<file path="src/rtl/golden_nonce_scan.sv">
// Scans NUM_NONCES hash words for the minimum and optionally writes it back.
// Define GOLDEN_NONCE_WRITEBACK_EN to enable the two-word result write.
module golden_nonce_scan #(
  parameter int NUM_NONCES = 16
) (
  input  logic        clk,
  input  logic        reset_n,
  input  logic        start,
  input  logic [15:0] input_addr,
  input  logic [15:0] result_addr,
  input  logic [31:0] target,
  output logic        done,
  output logic        found,
  output logic [15:0] best_nonce,
  output logic [31:0] best_hash,
  output logic        mem_clk,
  output logic        mem_we,
  output logic [15:0] mem_addr,
  output logic [31:0] mem_write_data,
  input  logic [31:0] mem_read_data
);

`ifdef GOLDEN_NONCE_WRITEBACK_EN
  typedef enum logic [2:0] {
    IDLE, READ, DRAIN, WRITE0, WRITE1, DONE
  } state_t;
`else
  typedef enum logic [2:0] {
    IDLE, READ, DRAIN, DONE
  } state_t;
`endif

  localparam logic [15:0] LAST = 16'(NUM_NONCES - 1);

  state_t      state_q;
  logic [15:0] cnt_q;
  logic [15:0] addr_q;
  logic [31:0] tgt_q;
  logic [15:0] widx;
  logic        take;
  logic [31:0] nxt_hash;
  logic [15:0] nxt_nonce;

  assign mem_clk  = clk;
  assign mem_addr = addr_q;

`ifdef GOLDEN_NONCE_WRITEBACK_EN
  logic        we_q;
  logic [31:0] wdata_q;
  logic [15:0] raddr_q;
  assign mem_we         = we_q;
  assign mem_write_data = wdata_q;
`else
  logic unused_result_addr;
  assign unused_result_addr = ^result_addr;
  assign mem_we         = 1'b0;
  assign mem_write_data = 32'd0;
`endif

  // Candidate update for the word arriving this cycle
  always_comb begin
    widx      = (state_q == DRAIN) ? cnt_q : cnt_q - 16'd1;
    take      = (widx == 16'd0) || (mem_read_data < best_hash);
    nxt_hash  = take ? mem_read_data : best_hash;
    nxt_nonce = take ? widx : best_nonce;
  end

  // Scan FSM with registered outputs
  always_ff @(posedge clk) begin
    if (!reset_n) begin
      state_q    <= IDLE;
      done       <= 1'b0;
      found      <= 1'b0;
      best_nonce <= 16'd0;
      best_hash  <= 32'hFFFF_FFFF;
      cnt_q      <= 16'd0;
      addr_q     <= 16'd0;
      tgt_q      <= 32'd0;
`ifdef GOLDEN_NONCE_WRITEBACK_EN
      we_q       <= 1'b0;
      wdata_q    <= 32'd0;
      raddr_q    <= 16'd0;
`endif
    end else begin
      unique case (state_q)
        IDLE: begin
          if (start) begin
            addr_q     <= input_addr;
            tgt_q      <= target;
            cnt_q      <= 16'd0;
            found      <= 1'b0;
            best_hash  <= 32'hFFFF_FFFF;
            best_nonce <= 16'd0;
`ifdef GOLDEN_NONCE_WRITEBACK_EN
            raddr_q    <= result_addr;
`endif
            state_q    <= READ;
          end
        end
        READ: begin
          if (cnt_q != 16'd0) begin
            best_hash  <= nxt_hash;
            best_nonce <= nxt_nonce;
          end
          if (cnt_q == LAST) begin
            state_q <= DRAIN;
          end else begin
            cnt_q  <= cnt_q + 16'd1;
            addr_q <= addr_q + 16'd1;
          end
        end
        DRAIN: begin
          best_hash  <= nxt_hash;
          best_nonce <= nxt_nonce;
          found      <= (nxt_hash < tgt_q);
`ifdef GOLDEN_NONCE_WRITEBACK_EN
          we_q       <= 1'b1;
          addr_q     <= raddr_q;
          wdata_q    <= nxt_hash;
          state_q    <= WRITE0;
`else
          done       <= 1'b1;
          state_q    <= DONE;
`endif
        end
`ifdef GOLDEN_NONCE_WRITEBACK_EN
        WRITE0: begin
          addr_q  <= raddr_q + 16'd1;
          wdata_q <= {found, 15'd0, best_nonce};
          state_q <= WRITE1;
        end
        WRITE1: begin
          we_q    <= 1'b0;
          done    <= 1'b1;
          state_q <= DONE;
        end
`endif
        DONE: begin
          done    <= 1'b0;
          state_q <= IDLE;
        end
        default: state_q <= IDLE;
      endcase
    end
  end

endmodule

</file>
<file path="config.mk">
export PLATFORM = sky130hd
export DESIGN_NAME = golden_nonce_scan
export DESIGN_NICKNAME = d
export VERILOG_FILES = /design/src/rtl/golden_nonce_scan.sv
export SDC_FILE = /design/constraint.sdc
export NUM_CORES = 1
export LEC_CHECK = 0
export ABC_AREA = 1
export CAP_MARGIN = 20
export CORE_MARGIN = 2
export CORE_UTILIZATION = 49
export CTS_CLUSTER_DIAMETER = 100
export DETAILED_ROUTE_END_ITERATION = 10
export GPL_ROUTABILITY_DRIVEN = 0
export MAX_ROUTING_LAYER = met4
export PLACE_DENSITY = 0.81
export SLEW_MARGIN = 40
export SYNTH_ARGS = -nofsm -noshare
export SYNTH_HDL_FRONTEND = slang
export SYNTH_SLANG_ARGS = --single-unit
export TNS_END_PERCENT = 10
</file>
<file path="constraint.sdc">
create_clock -name clk -period 3.5 [get_ports clk]
set_input_delay 0.35 -clock clk [delete_from_list [all_inputs] [get_ports clk]]
set_output_delay 0.35 -clock clk [all_outputs]
set_load 0.05 [all_outputs]
</file>
# Word level (Yosys, flattened, before mapping)
# Index checks and enable logic that the tools add are counted.
# classes
n_reduce_logical,13
add_sub_neg,3
n_eq_ne,8
n_lt_le_gt_ge,2
muxes,20
# op_table
op,count
$mux W16,7
$mux W32,3
$pmux W32 S3,1
$lt A32 B32 Y1,2
$pmux W16 S2,2
$pmux W16 S3,1
$add A16 B1 Y16 const B,2
$eq A16 B4 Y1 const B,1
$logic_not A16 Y1,1
$reduce_bool A16 Y1,1
$sub A16 B1 Y16 const B,1
$pmux W3 S3,1
$ne A2 B2 Y1 const B,4
$eq A3 B2 Y1 const B,2
$mux W3,2
$reduce_and A2 Y1,3
$reduce_and A3 Y1,2
$reduce_bool A2 Y1,3
$pmux W1 S2,2
$eq A3 B1 Y1 const B,1
$logic_not A3 Y1,1
$reduce_bool A3 Y1,1
$logic_or A1 B1 Y1,1
$mux W1,1
# word_totals
inputBits,99
register_bits,117

# Longest topological paths before layout
# logic_depth
depth_word,7
depth_mapped,29
mapped_depth_nobuf,28

==> flow_metrics.py <==
metrics = {
    "setup_path": {
        "cp_max_fo": 11,
        "cp.required_ns": 3.89,
        "crit_type": "reg -> reg",
        "critPathCaptureType": "flop",
        "worst-r2r-cell-count": 19,
        "cp-start-kind": "flop",
        "crit_arrival_ns": 3.91,
    },
    "sta": {
        "setup-tns-final_ns": -0.0241,
        "rsz0062_at_grt": "true",
        "min_period_ns": 3.52,
        "whs_ns": 0.350,
        "finalSetupViolCount": 1,
        "post-route-period-util": 1.01,
        "finalClockSkew_ns": 0.00583,
        "slew_headroom": 0.448,
        "slew_viol_final": 0,
        "tightest_slew_ns": 0.827,
        "fin_ws_ns": -0.0241,
        "hold_viol": 0,
        "fmax_mhz": 284,
    },
    "pwr": {
        "peakVddDrop_mv": 0.550,
        "p_per_area_mw_per_mm2": 920,
        "p_leak_nw": 4.64,
    },
    "placement": {
        "placed_cell_area_mm2": 0.00908,
        "port_buffers": 149,
        "place_inst": 1347,
        "dp_hpwl_mm": 14.0,
    },
    "grt": {
        "grt_first_pass_wirelength_mm": 33.1,
        "overflow": 0,
        "antenna_found_initial": 0,
        "grt_max_degree": 82,
        "grt.total_usage": 0.267,
        "grt_pass1_vias": 7063,
    },
    "logic_synthesis": {
        "seq_area_frac_synth": 0.320,
        "synth_area_leaders": "dfxtp_1 (32%), ha_1 (12%), nand2_1 (9.9%)",
        "synth.ff_latch_count": 116,
        "synth.top_cell.area_share": 0.320,
        "yosys_warnings": 0,
        "synth_area_mm2": 0.00726,
        "yosys.area.top_type": "dfxtp_1",
        "syn_avg_cell_area_um2": 7.24,
        "synth_cells": 1003,
        "ys_types": 47,
    },
    "floorplanning": {
        "initial_core_util": 0.501,
        "fp.dieH_um": 126,
        "core_mm2": 0.0145,
        "rows": 44,
        "ios": 199,
        "chipWidth_um": 126,
        "die_area_mm2": 0.0158,
    },
    "worst_hold_path": {
        "min-delay-path-class": "in -> reg",
        "worst_hold_path.num_cells": 3,
    },
    "flow_run": {
        "maxCapViolations": 0,
    },
    "final_layout": {
        "final_util": 0.701,
        "nets": 1374,
        "drive_above_1_share": 0.167,
        "area_delta_synth_final_pct": 39.9,
        "post_layout_nonfiller_instances": 1402,
        "diodes": 0,
        "fillers": 1111,
        "final_area_mm2": 0.0102,
    },
    "drt": {
        "routed_wl_mm": 21.7,
        "vias_per_cell": 5.45,
        "drtIter0Drc": 683,
        "vias": 7646,
        "detail-route-antenna-nets": 0,
        "firstDrtPassIters": 6,
        "drc": 0,
        "wl_per_cell_um": 15.5,
    },
    "run_status": {
        "violations": "setup timing",
        "status": "finished, violations left",
    },
    "clock_tree": {
        "path_clk_slew_ns": 0.05,
        "clk_latency_ns": 0.54,
        "cts_tree": "yes",
    },
}
## critical path, stage by stage (launching register included)
cell	delay, ns
dfxtp_1	0.41
inv_1	0.10
ha_1	0.31
nand2_1	0.10
nor4_4	0.33
and3_1	0.22
nand2_1	0.09
nand2_4	0.21
nand2_8	0.10
buf_12	0.16
buf_4	0.15
nand2_1	0.05
o21ai_0	0.12
ha_1	0.30
nand4_1	0.14
o221a_2	0.31
nand2_2	0.09
nand2_1	0.05
nand2_1	0.08
a21oi_2	0.05
## cells in the mapped netlist (all sizes together)
| cell type | n |
|---|---|
| xnor2 | 4 |
| conb | 1 |
| clkinv | 1 |
| nand3b | 1 |
| o21bai | 1 |
| buf | 44 |
| and3 | 1 |
| xor2 | 6 |
| nor3b | 3 |
| nand2 | 203 |
| o211a | 7 |
| o2111ai | 1 |
| a31oi | 7 |
| nand3 | 32 |
| ha | 70 |
| nor4 | 1 |
| o211ai | 3 |
| a221oi | 1 |
| a2111oi | 2 |
| nor2 | 71 |
| nor3 | 10 |
| clkbuf | 31 |
| a21oi | 99 |
| nand4 | 11 |
| o221a | 3 |
| o21ai | 107 |
| dfxtp | 116 |
| o22ai | 32 |
| inv | 124 |
| a211oi | 10 |
## report_power, final
part,leakage [nW],internal [mW],switching (mW)
Clock,0.322,1.20,0.695
Sequential,0.953,1.71,0.279
Combinational,3.36,2.01,3.45
Total,4.64,4.92,4.42
## placed cells by master, fill, tap and decap left out, drive strengths merged, types with 2 or more instances in the layout
| cell type | Yosys | layout |
|---|---|---|
| a2111oi | 2 | 2 |
| a211oi | 10 | 10 |
| a21oi | 99 | 99 |
| a31oi | 7 | 7 |
| buf | 44 | 72 |
| clkbuf | 31 | 25 |
| clkdlybuf4s50 | 0 | 148 |
| clkinv | 1 | 8 |
| clkinvlp | 0 | 2 |
| conb | 1 | 33 |
| dfxtp | 116 | 116 |
| ha | 70 | 70 |
| inv | 124 | 124 |
| nand2 | 203 | 206 |
| nand3 | 32 | 32 |
| nand4 | 11 | 11 |
| nor2 | 71 | 71 |
| nor3 | 10 | 10 |
| nor3b | 3 | 3 |
| o211a | 7 | 7 |
| o211ai | 3 | 3 |
| o21ai | 107 | 107 |
| o221a | 3 | 3 |
| o22ai | 32 | 32 |
| xnor2 | 4 | 4 |
| xor2 | 6 | 6 |
## worst paths after layout
check | to | slack, ns | startpoint
worst min-delay path | best_hash[24]$_SDFFE_PN1P_ | 0.35 | reset_n
worst max register to register | found$_SDFFE_PN0P_ | -0.02 | best_hash[31]$_SDFFE_PN1P_
worst min register to register | tgt_q[5]$_SDFFE_PN0P_ | 0.46 | tgt_q[5]$_SDFFE_PN0P_
worst max-delay path | found$_SDFFE_PN0P_ | -0.02 | best_hash[31]$_SDFFE_PN1P_
## flip-flops by register name, indices dropped and copies added, names as in the netlist
signal / count
state_q: 2
cnt_q: 16
best_hash: 32
mem_addr: 16
done: 1
best_nonce: 16
tgt_q: 32
found: 1
## per-stage QoR
step	total power, mW	setup WS [ns]
floorplan	5.42	0.0458
global placement	6.89	-0.329
detailed placement	7.01	-0.494
CTS	9.00	0.0119
global route	9.93	-0.228
finish	9.34	-0.0241
## cells by family (layout without fill, tap and decap cells)
kind of cell / after synthesis / count (layout) / synth area share
buffers and inverters: 200 / 380 / 0.124
XOR/XNOR: 10 / 10 / 0.0121
adder cells (fa/ha/maj): 70 / 70 / 0.121
AND/OR/NAND/NOR: 333 / 336 / 0.211
AO/OA/AOI/OAI: 273 / 273 / 0.212
flip-flops: 116 / 116 / 0.320
other: 1 / 33 / 0.000517
## routing by layer
layer	global-route usage	part of all wire
met1	0.322	0.42
met3	0.0620	0.077
met4	0.101	0.028
met2	0.435	0.48
met5	-	0
## cell type report
class                   instances  area, µm²  share of cell area
clock inverters                10       80.1             0.00789
well taps                     184        230              0.0227
multi-input cells             722       4430               0.436
flip-flops and latches        116       2320               0.229
inverters                     125        469              0.0462
clock buffers                  26        569              0.0561
repair buffers                219       2050               0.202
## what timing repair did
action,CTS,global route
setup buffers,4,13
gates resized for setup,22,64
gates cloned,2,1
hold buffers,0,0
setup endpoints to repair,1,1
hold endpoints to repair,0,0
pin swaps,11,38
Power figures use the tool's default switching activity.
